<file path="config.mk">
export PLATFORM = sky130hd
export DESIGN_NAME = dmem_responder
export DESIGN_NICKNAME = d
export VERILOG_FILES = /design/src/rtl/dmem_responder.sv
export SDC_FILE = /design/constraint.sdc
export NUM_CORES = 2
export LEC_CHECK = 0
export ABC_AREA = 1
export ABC_CLOCK_PERIOD_IN_PS = 9900
export BUFFER_PORTS_ARGS = -buffer_cell sky130_fd_sc_hd__clkbuf_2
export CELL_PAD_IN_SITES_DETAIL_PLACEMENT = 1
export CELL_PAD_IN_SITES_GLOBAL_PLACEMENT = 2
export CORE_ASPECT_RATIO = 0.5
export CORE_UTILIZATION = 40
export DETAILED_ROUTE_END_ITERATION = 10
export GPL_TIMING_DRIVEN = 0
export PLACE_DENSITY = 0.74
export SLEW_MARGIN = 5
export SYNTH_ARGS = -nofsm -noshare
export SYNTH_HDL_FRONTEND = slang
export SYNTH_SLANG_ARGS = --single-unit
</file>
<file path="constraint.sdc">
create_clock -name clk -period 9.9 [get_ports clk]
set_input_delay 0.99 -clock clk [delete_from_list [all_inputs] [get_ports clk]]
set_output_delay 0.99 -clock clk [all_outputs]
set_load 0.05 [all_outputs]
</file>
<file path="src/rtl/dmem_responder.sv">
// Data-memory responder: valid/ready load/store port in front of a little-endian word RAM,
// with RV32I size decoding, wait states and error flagging. Define DMEM_ZERO_INIT_EN to clear the RAM after reset.
module dmem_responder #(
  parameter int ADDR_W      = 8,
  parameter int DEPTH       = 64,
  parameter int WAIT_CYCLES = 2
) (
  input  logic              clk,
  input  logic              reset,
  input  logic              req_valid,
  output logic              req_ready,
  input  logic              req_write,
  input  logic [ADDR_W-1:0] req_addr,
  input  logic [2:0]        req_funct3,
  input  logic [31:0]       req_wdata,
  output logic              rsp_valid,
  input  logic              rsp_ready,
  output logic [31:0]       rsp_rdata,
  output logic              rsp_err,
  output logic              busy
);

  localparam int MEM_AW  = (DEPTH > 1) ? $clog2(DEPTH) : 1;
  localparam int CNT_W   = (WAIT_CYCLES > 1) ? $clog2(WAIT_CYCLES + 1) : 1;
  localparam bit NO_WAIT = (WAIT_CYCLES == 0);

`ifdef DMEM_ZERO_INIT_EN
  typedef enum logic [1:0] {IDLE, WAIT, RESP, CLEAR} state_t;
  logic [MEM_AW-1:0] clr_ptr;
`else
  typedef enum logic [1:0] {IDLE, WAIT, RESP} state_t;
`endif

  state_t            state;
  logic [CNT_W-1:0]  cnt;
  logic [31:0]       mem [DEPTH];

  logic              lat_write;
  logic [ADDR_W-1:0] lat_addr;
  logic [2:0]        lat_funct3;
  logic [31:0]       lat_wdata;

  logic              acc_write;
  logic [ADDR_W-1:0] acc_addr;
  logic [2:0]        acc_funct3;
  logic [31:0]       acc_wdata;
  logic [31:0]       word_idx;
  logic [MEM_AW-1:0] mem_idx;
  logic              in_range;
  logic [31:0]       rd_word;
  logic              err;
  logic              enter_resp;
  logic [31:0]       rsp_rdata_nxt;

  function automatic logic access_err(input logic wr, input logic [2:0] f3,
                                      input logic [1:0] lane, input logic ok_range);
    logic bad_f3;
    logic misaligned;
    if (wr) bad_f3 = !(f3 == 3'b000 || f3 == 3'b001 || f3 == 3'b010);
    else    bad_f3 = (f3 == 3'b011 || f3[2:1] == 2'b11);
    misaligned = (f3[1:0] == 2'b01 && lane[0]) || (f3[1:0] == 2'b10 && lane != 2'b00);
    return bad_f3 || misaligned || !ok_range;
  endfunction

  function automatic logic [31:0] load_extend(input logic [31:0] word, input logic [2:0] f3,
                                              input logic [1:0] lane);
    logic [7:0]  b;
    logic [15:0] h;
    b = word[{lane, 3'b000} +: 8];
    h = lane[1] ? word[31:16] : word[15:0];
    case (f3)
      3'b000:  return {{24{b[7]}}, b};
      3'b001:  return {{16{h[15]}}, h};
      3'b010:  return word;
      3'b100:  return {24'h0, b};
      3'b101:  return {16'h0, h};
      default: return 32'h0;
    endcase
  endfunction

  function automatic logic [31:0] store_merge(input logic [31:0] word, input logic [31:0] wd,
                                              input logic [2:0] f3, input logic [1:0] lane);
    logic [31:0] m;
    m = word;
    case (f3)
      3'b000:  m[{lane, 3'b000} +: 8]    = wd[7:0];
      3'b001:  m[{lane[1], 4'b0000} +: 16] = wd[15:0];
      3'b010:  m = wd;
      default: m = word;
    endcase
    return m;
  endfunction

  // With zero wait states the access runs on the accept edge, so it must use the live request.
  always_comb begin
    acc_write  = lat_write;
    acc_addr   = lat_addr;
    acc_funct3 = lat_funct3;
    acc_wdata  = lat_wdata;
    if (state == IDLE) begin
      acc_write  = req_write;
      acc_addr   = req_addr;
      acc_funct3 = req_funct3;
      acc_wdata  = req_wdata;
    end
  end

  assign word_idx      = 32'(acc_addr) >> 2;
  assign in_range      = word_idx < 32'(DEPTH);
  assign mem_idx       = in_range ? word_idx[MEM_AW-1:0] : '0;
  assign rd_word       = mem[mem_idx];
  assign err           = access_err(acc_write, acc_funct3, acc_addr[1:0], in_range);
  assign rsp_rdata_nxt = (err || acc_write) ? 32'h0 : load_extend(rd_word, acc_funct3, acc_addr[1:0]);
  assign enter_resp    = !reset && ((state == IDLE && req_valid && NO_WAIT) ||
                                    (state == WAIT && cnt == '0));
  assign req_ready     = (state == IDLE);
  assign busy          = (state != IDLE);

  always_ff @(posedge clk) begin
    if (reset) begin
`ifdef DMEM_ZERO_INIT_EN
      state   <= CLEAR;
      clr_ptr <= '0;
`else
      state   <= IDLE;
`endif
      cnt       <= '0;
      rsp_valid <= 1'b0;
      rsp_rdata <= 32'h0;
      rsp_err   <= 1'b0;
    end else begin
      case (state)
        IDLE: if (req_valid) begin
          if (NO_WAIT) state <= RESP;
          else         state <= WAIT;
          cnt <= CNT_W'(WAIT_CYCLES);
        end
        WAIT: if (cnt == '0) state <= RESP;
              else           cnt   <= cnt - 1'b1;
        RESP: if (rsp_ready) begin
          state     <= IDLE;
          rsp_valid <= 1'b0;
        end
`ifdef DMEM_ZERO_INIT_EN
        CLEAR: begin
          clr_ptr <= clr_ptr + 1'b1;
          if (clr_ptr == MEM_AW'(DEPTH - 1)) state <= IDLE;
        end
`endif
        default: state <= IDLE;
      endcase
      if (enter_resp) begin
        rsp_valid <= 1'b1;
        rsp_rdata <= rsp_rdata_nxt;
        rsp_err   <= err;
      end
    end
  end

  always_ff @(posedge clk) begin
    if (!reset && state == IDLE && req_valid) begin
      lat_write  <= req_write;
      lat_addr   <= req_addr;
      lat_funct3 <= req_funct3;
      lat_wdata  <= req_wdata;
    end
  end

  always_ff @(posedge clk) begin
`ifdef DMEM_ZERO_INIT_EN
    if (!reset && state == CLEAR)
      mem[clr_ptr] <= 32'h0;
    else
`endif
    if (enter_resp && acc_write && !err)
      mem[mem_idx] <= store_merge(rd_word, acc_wdata, acc_funct3, acc_addr[1:0]);
  end

endmodule

</file>
; ---- Word-level counts from Yosys, hierarchy flattened
; Memories as Yosys holds them, arrays and structs flattened.
; Index checks and enable logic that the tools add are counted.
[word_totals]
input_bits = 48
memories = 1
mem_bits_rw = 2048
regBits = 82
output_inout_bits = 36
[op_classes]
n_eq_ne = 14
order_cmp = 1
mux = 25
n_reduce_logical = 30
addsub = 3
n_shift = 5
[mem_list]
columns = name, depth, word_bits, rd, rd_clocked_by_memory_dff, wr, line_no
row1 = mem, 64, 32, 1, 0, 1, 36  ; logic [31:0] mem [DEPTH];
[ops]
columns = operator, count
row1 = 32-bit one-hot mux with 5 select lines, 1
row2 = 32-bit 2-to-1 mux, 3
row3 = 32-bit one-hot mux with 3 select lines, 1
row4 = 32-bit bitwise mux, 2
row5 = 16-bit by 7-bit variable shift with 32-bit output (first input constant), 1
row6 = 8-bit by 7-bit variable shift with 32-bit output (first input constant), 1
row7 = 16-bit by 7-bit variable part select with 32-bit output, 1
row8 = 32-bit by 6-bit variable part select with 8-bit output, 1
row9 = 8-bit by 7-bit variable part select with 32-bit output, 1
row10 = 16-bit 2-to-1 mux, 1
row11 = 5-bit negator with 7-bit output, 2
row12 = 2-bit 2-to-1 mux, 5
row13 = 2-bit nonzero test, 5
row14 = 1-bit logical AND, 8
row15 = 8-bit 2-to-1 mux, 1
row16 = 1-bit logical OR, 7
row17 = 6-bit by 7-bit < comparator with 1-bit output (second input constant), 1
row18 = 1-bit 2-to-1 mux, 7
row19 = 2-bit == test (second input constant), 3
row20 = 3-bit by 2-bit == test with 1-bit output (second input constant), 2
row21 = 3-bit == test (second input constant), 2
row22 = 6-bit 2-to-1 mux, 1
row23 = 2-bit != test (second input constant), 3
row24 = 2-bit one-hot mux with 3 select lines, 1
row25 = 11 further kinds, 17

; ---- Logic depth before layout (Yosys ltp)
[logic_depth]
ltp_word = 13
mapped_depth = 24

; ---- Worst setup path after synthesis
; No wires, ideal clock.
[synth_path]
path_type = input to register
from = input port req_addr[1]
to = memory mem[0][0] (enable)
t_required_ps = 9479
n_path_buf = 4
t_arrival_ps = 5138
path_stages = 13
setup_slack_ps = 4340
setup_time_ps = 421
path_cell_list = or2_2 > o21ai_1 > clkbuf_1 > buf_2 > buf_1 > ha_1 > clkbuf_1 > clkinv_1 > o21ai_1 > o211ai_1 > nor2_2 > nand3_1 > nor2_1
[synth_between]
elab_chain_len = 10
[synth_rtl]
columns = item, line_no
row1 = start: declaration, 13  ; input logic [ADDR_W-1:0] req_addr,
row2 = 8-bit 2-to-1 mux, 100  ; if (state == IDLE) begin
row3 = 2-bit nonzero test, 61  ; misaligned = (f3[1:0] == 2'b01 && lane[0]) || (f3[1:0] == 2'b10 && lane != 2'b00);
row4 = 1-bit logical AND, 61
row5 = 1-bit logical OR, 61
row6 = 1-bit logical OR (2 in series), 62  ; return bad_f3 || misaligned || !ok_range;
row7 = 1-bit zero test, 175  ; if (enter_resp && acc_write && !err)
row8 = 1-bit logical AND, 175
row9 = 1-bit 2-to-1 mux, 175
row10 = 1-bit 2-to-1 mux (not written as such), 176  ; mem[mem_idx] <= store_merge(rd_word, acc_wdata, acc_funct3, acc_addr[1:0]);
row11 = end: declaration, 36
; Every way passes these cells.

; ---- Final worst setup path
[layout_path]
from = register state[0]
to = memory mem[40][29] (enable)
[layout_between]
elab_chain_len = 13
word_cells_on_any_way = 33
classes_between = order compare (1) / eq/ne (7) / mux (7) / reduce/logical (18)
[layout_rtl]
columns = item, line_no
row1 = start: declaration, 34  ; state_t state;
row2 = start signal: assignment, 125  ; state <= IDLE;
row3 = start signal: assignment, 134  ; if (NO_WAIT) state <= RESP;
row4 = start signal: assignment, 135  ; else state <= WAIT;
row5 = branches (longest 13 deep; another with 6-bit by 7-bit < comparator with 1-bit output), n/a
; Parallel ways; which one is timed is not known.

==> run summary <==
Clock-pin slew was measured on the worst setup and hold paths at around 0.07 ns. STA classifies the critical path startpoint as a register. The fraction of registers with async set/reset came out at 0. The critical path goes through inv_1 -> nand2_2 -> buf_2 -> or2_2 -> o21ai_1 -> clkbuf_1 -> buf_2 -> buf_1 -> ha_1 -> clkbuf_1 -> clkinv_1 -> o21ai_1 -> o211ai_1 -> nor2_2 -> nand3_1 -> nor2_4 -> buf_16 -> buf_16 -> buf_16. The fmax came out at 0.127 GHz. Entering global routing, the biggest net connects 61 pins. The weighted congestion at the end of routability-driven global placement is 0.925. In this design, the critical path's most frequently occurring cell is buf_16. The floorplan die width is just under 700 um. The length in cells of the worst reg-to-reg path came out at 19. The checks that failed: capacitance limit, slew limit.

The I/O pin count came out at 84. The path length in cells of the critical path came out at 19. The gate count after technology mapping came out at 9357. After synthesis the cells add up to 0.0931 mm^2. The effective utilization at floorplan is 0.405. The number of instances on the worst hold path came out at 1.

Summed over all failing endpoints, the final setup total negative slack is 0 ns. The total buffers and inverters traversed by the critical path came out at 10. Across the VDD grid, the largest voltage drop is between 150 and 200 uV. A synthesized cell averages between 9 and 10 um^2. The share of Yosys cell area claimed by the top area cell type is 0.675.

The min-delay analysis places its worst path in the category primary input to register. The slew at the pin with the worst max-slew slack came out at ~1.6 ns. Once detailed placement completed, the half-perimeter wirelength came to between 300000 and 400000 um.

Dividing the final minimum period by the clock period gives 0.798. The die area came out at approximately 0.23 mm^2. Yosys instantiated no cell more often than nand2_1. edfxtp_1 takes more of the synthesized area than any other cell.

The worst slew slack as a fraction of its limit is -0.0786. The launch point of the worst reg-to-reg path is state[0]. Clock latency on the worst-skew pair, taken at its later pin, is between 0.9 and 1 ns. The worst slack after detailed placement is a little under 2 ns. Synthesis instantiated 45 different standard cells from the library. The average wire length per cell after detail routing came out at 32.6 um. The run finished, with violations left. The setup path with the least slack is of type register to register. The number of pins exceeding their max-slew limit in the final report is 29. Relative to the synthesized area, the layout overhead comes to 18.1%.

The total nets after synthesis is approximately 9400. Setup repair after global routing left no endpoint under its margin. The first-pass GRT wire length is ~580000 um. TritonCTS built the clock tree. The launching element of the worst setup path is state[0]. The synthesized design contains 2092 enable-type register cells.

The total length of routed wires is roughly 430000 um. The total grt overflow is 0. The filler cell count is about 25000. The largest fanout on the critical path is 12. The clock root buffer is clkbuf_16. The post-cts resize count is 0. Setup violations remaining at the end of the flow were counted as 0. The clock sink count is 2130. Counting flops and latches in the post-synthesis netlist gives 2130.

The share of the Yosys chip area taken by registers is 0.683. For the finished layout, the period the worst path requires is 7.90 ns. The worst setup path is captured at a register.

Once layout is complete, the utilization of the core stands at 0.478. The pre-antenna-repair detailed-routing pass consisted of 6 iterations. The number of global-route vias before repair came out at slightly above 70000. After detailed placement, the design holds a cell count of 12780. The count of max-cap constraint violations came out at 4. The initial antenna violation count came out at 33. The standard-cell row count came out at approximately 120. For this design the ratio of total power to cell area is roughly 230 mW/mm^2. The minimum setup slack in the final design is between 1.5 and 2 ns.

The biggest cell delay along the critical path is roughly 1.0 ns. In the routed design, unresolved DRC markers number 0. The global router's overall resource usage came out at 0.360. The H-tree was split into 4 levels. The die height came out at 343 um. The endpoint required time on the critical path came out at about 10 ns.

The warning count from the yosys run is 0. The fraction of layout instances using a drive strength above 1 is 0.0986. On the critical path the largest part of the delay comes from buffers and inverters. Port buffering added a little over 80 buffers.

The number of routed nets with antenna violations is 0. The post-CTS setup repair buffer count is 0. The total CTS buffers is between 200 and 250.

The count of hold buffers inserted by post-cts repair is 0. The first-iteration detailed-routing DRC count is roughly 10000. The slowest stage of the critical path belongs to the cell nor2_4.

Sorting the synthesized cells by area gives the leading types as edfxtp_1, nand2_1, nor2_1. The static leakage is between 0.04 and 0.05 uW. The number of nets in the layout is about 10000. The total core area came out at ~0.23 mm^2. The final hold violation count is 0. In the synthesized netlist, the cells that appear most often are nand2_1, edfxtp_1, nor2_1, inv_1, o21ai_0. The origin of the worst min-delay path is req_wdata[22]. No sink is reached through more buffers than the 4 on the longest clock path. The ratio of routed vias to standard cells came out at around 5.6. The number of standard cells in the layout, taps in and fillers out is around 13000. The clock skew after layout is 0.0583 ns. The endpoint arrival time on the critical path came out at about 8.5 ns. For this block, the via count after detailed routing is about 74000. The most used flip-flop cell after synthesis is edfxtp_1.
==> cells in the final DEF (no fill, tap or decap), types with 30 or more instances in the layout <==
cell type,instances
buf_1,33
clkbuf_16,208
nand2_1,3673
dfxtp_1,38
clkbuf_2,88
o21ai_0,452
edfxtp_1,2092
clkbuf_1,221
buf_12,132
inv_1,992
buf_6,34
buf_2,170
nor2_1,1015
clkinv_1,47
nor2_4,66
clkinv_2,30
buf_16,83
o211ai_1,47
o21ai_1,30
nand4_1,30
nand3_1,281
a21oi_1,53
buf_4,56
==> routing by layer <==
layer / share of wire / track usage / vias up / wire (um)
met2: 0.42 / 0.532 / 4034 / 180000
met4: 0.047 / 0.144 / 8 / 20100
li1: - / - / 31285 / -
met3: 0.11 / 0.0823 / 886 / 47000
met1: 0.42 / 0.514 / 37898 / 181000
met5: 0.00014 / 0 / - / 60
==> flip-flops by register name, indices dropped and copies added, names as in the netlist <==
signal	cells
rsp_rdata	32
state	2
lat_funct3	3
rsp_valid	1
cnt	2
rsp_err	1
lat_wdata	32
lat_write	1
lat_addr	8
mem	2048
==> stage by stage <==
| step | cell area, um^2 | power (uW) | hold WS (ns) |
|---|---|---|---|
| final | 110000 | 24800 | 0.292 |
| after global routing | 110000 | 25400 | 0.276 |
| after CTS | 110000 | 24700 | 0.254 |
| after detailed placement | 104000 | 17000 | 0.456 |
| after global placement | 97300 | 16600 | 0.451 |
| after floorplan | 93100 | 13900 | 0.463 |
==> power breakdown <==
| group | total [uW] | switching (uW) | internal (uW) |
|---|---|---|---|
| Sequential | 11100 | 5.37 | 11000 |
| Combinational | 5910 | 4530 | 1380 |
| Clock | 7870 | 3660 | 4210 |
==> cell families after synthesis <==
| kind of cell | Yosys count | synth area share |
|---|---|---|
| and+or+nand+nor | 5137 | 0.215 |
| DFF | 2130 | 0.683 |
| buffers and inverters | 1449 | 0.0640 |
| AOI/OAI and AO/OA | 635 | 0.0371 |
| adders and majority gates | 6 | 0.000807 |
==> path summary, 6_finish.rpt <==
check | to | slack (ns)
setup / recovery | mem[40][29] | 2.00
hold / removal | lat_wdata[22] | 0.29
hold reg to reg | rsp_rdata[1] | 0.46
setup reg to reg | mem[40][29] | 2.00
==> worst reg2reg max path, stage by stage (launching register included) <==
cell      delay [ns]
dfxtp_1         0.35
inv_1           0.12
nand2_2         0.14
buf_2           0.22
or2_2           0.28
o21ai_1         0.43
clkbuf_1        0.48
buf_2           0.41
buf_1           0.64
ha_1            0.27
clkbuf_1        0.33
clkinv_1        0.40
o21ai_1         0.25
o211ai_1        0.19
nor2_2          0.57
nand3_1         0.83
nor2_4          1.02
buf_16          0.26
buf_16          0.20
buf_16          0.19
==> area by class of cell <==
| class | instances | area (um^2) | share of cell area |
|---|---|---|---|
| Clock buffer | 258 | 5400 | 0.0492 |
| Antenna cell | 9 | 22.5 | 0.000205 |
| Clock inverter | 97 | 828 | 0.00754 |
| Buffer | 449 | 2210 | 0.0201 |
| Inverter | 1000 | 3750 | 0.0342 |
| Sequential cell | 2130 | 63600 | 0.579 |
| Tap cell | 3087 | 3860 | 0.0352 |
| Multi-Input combinational cell | 5778 | 24400 | 0.222 |
| Timing Repair Buffer | 336 | 5830 | 0.0531 |
Note: power is estimated with default switching activity, not from simulation.
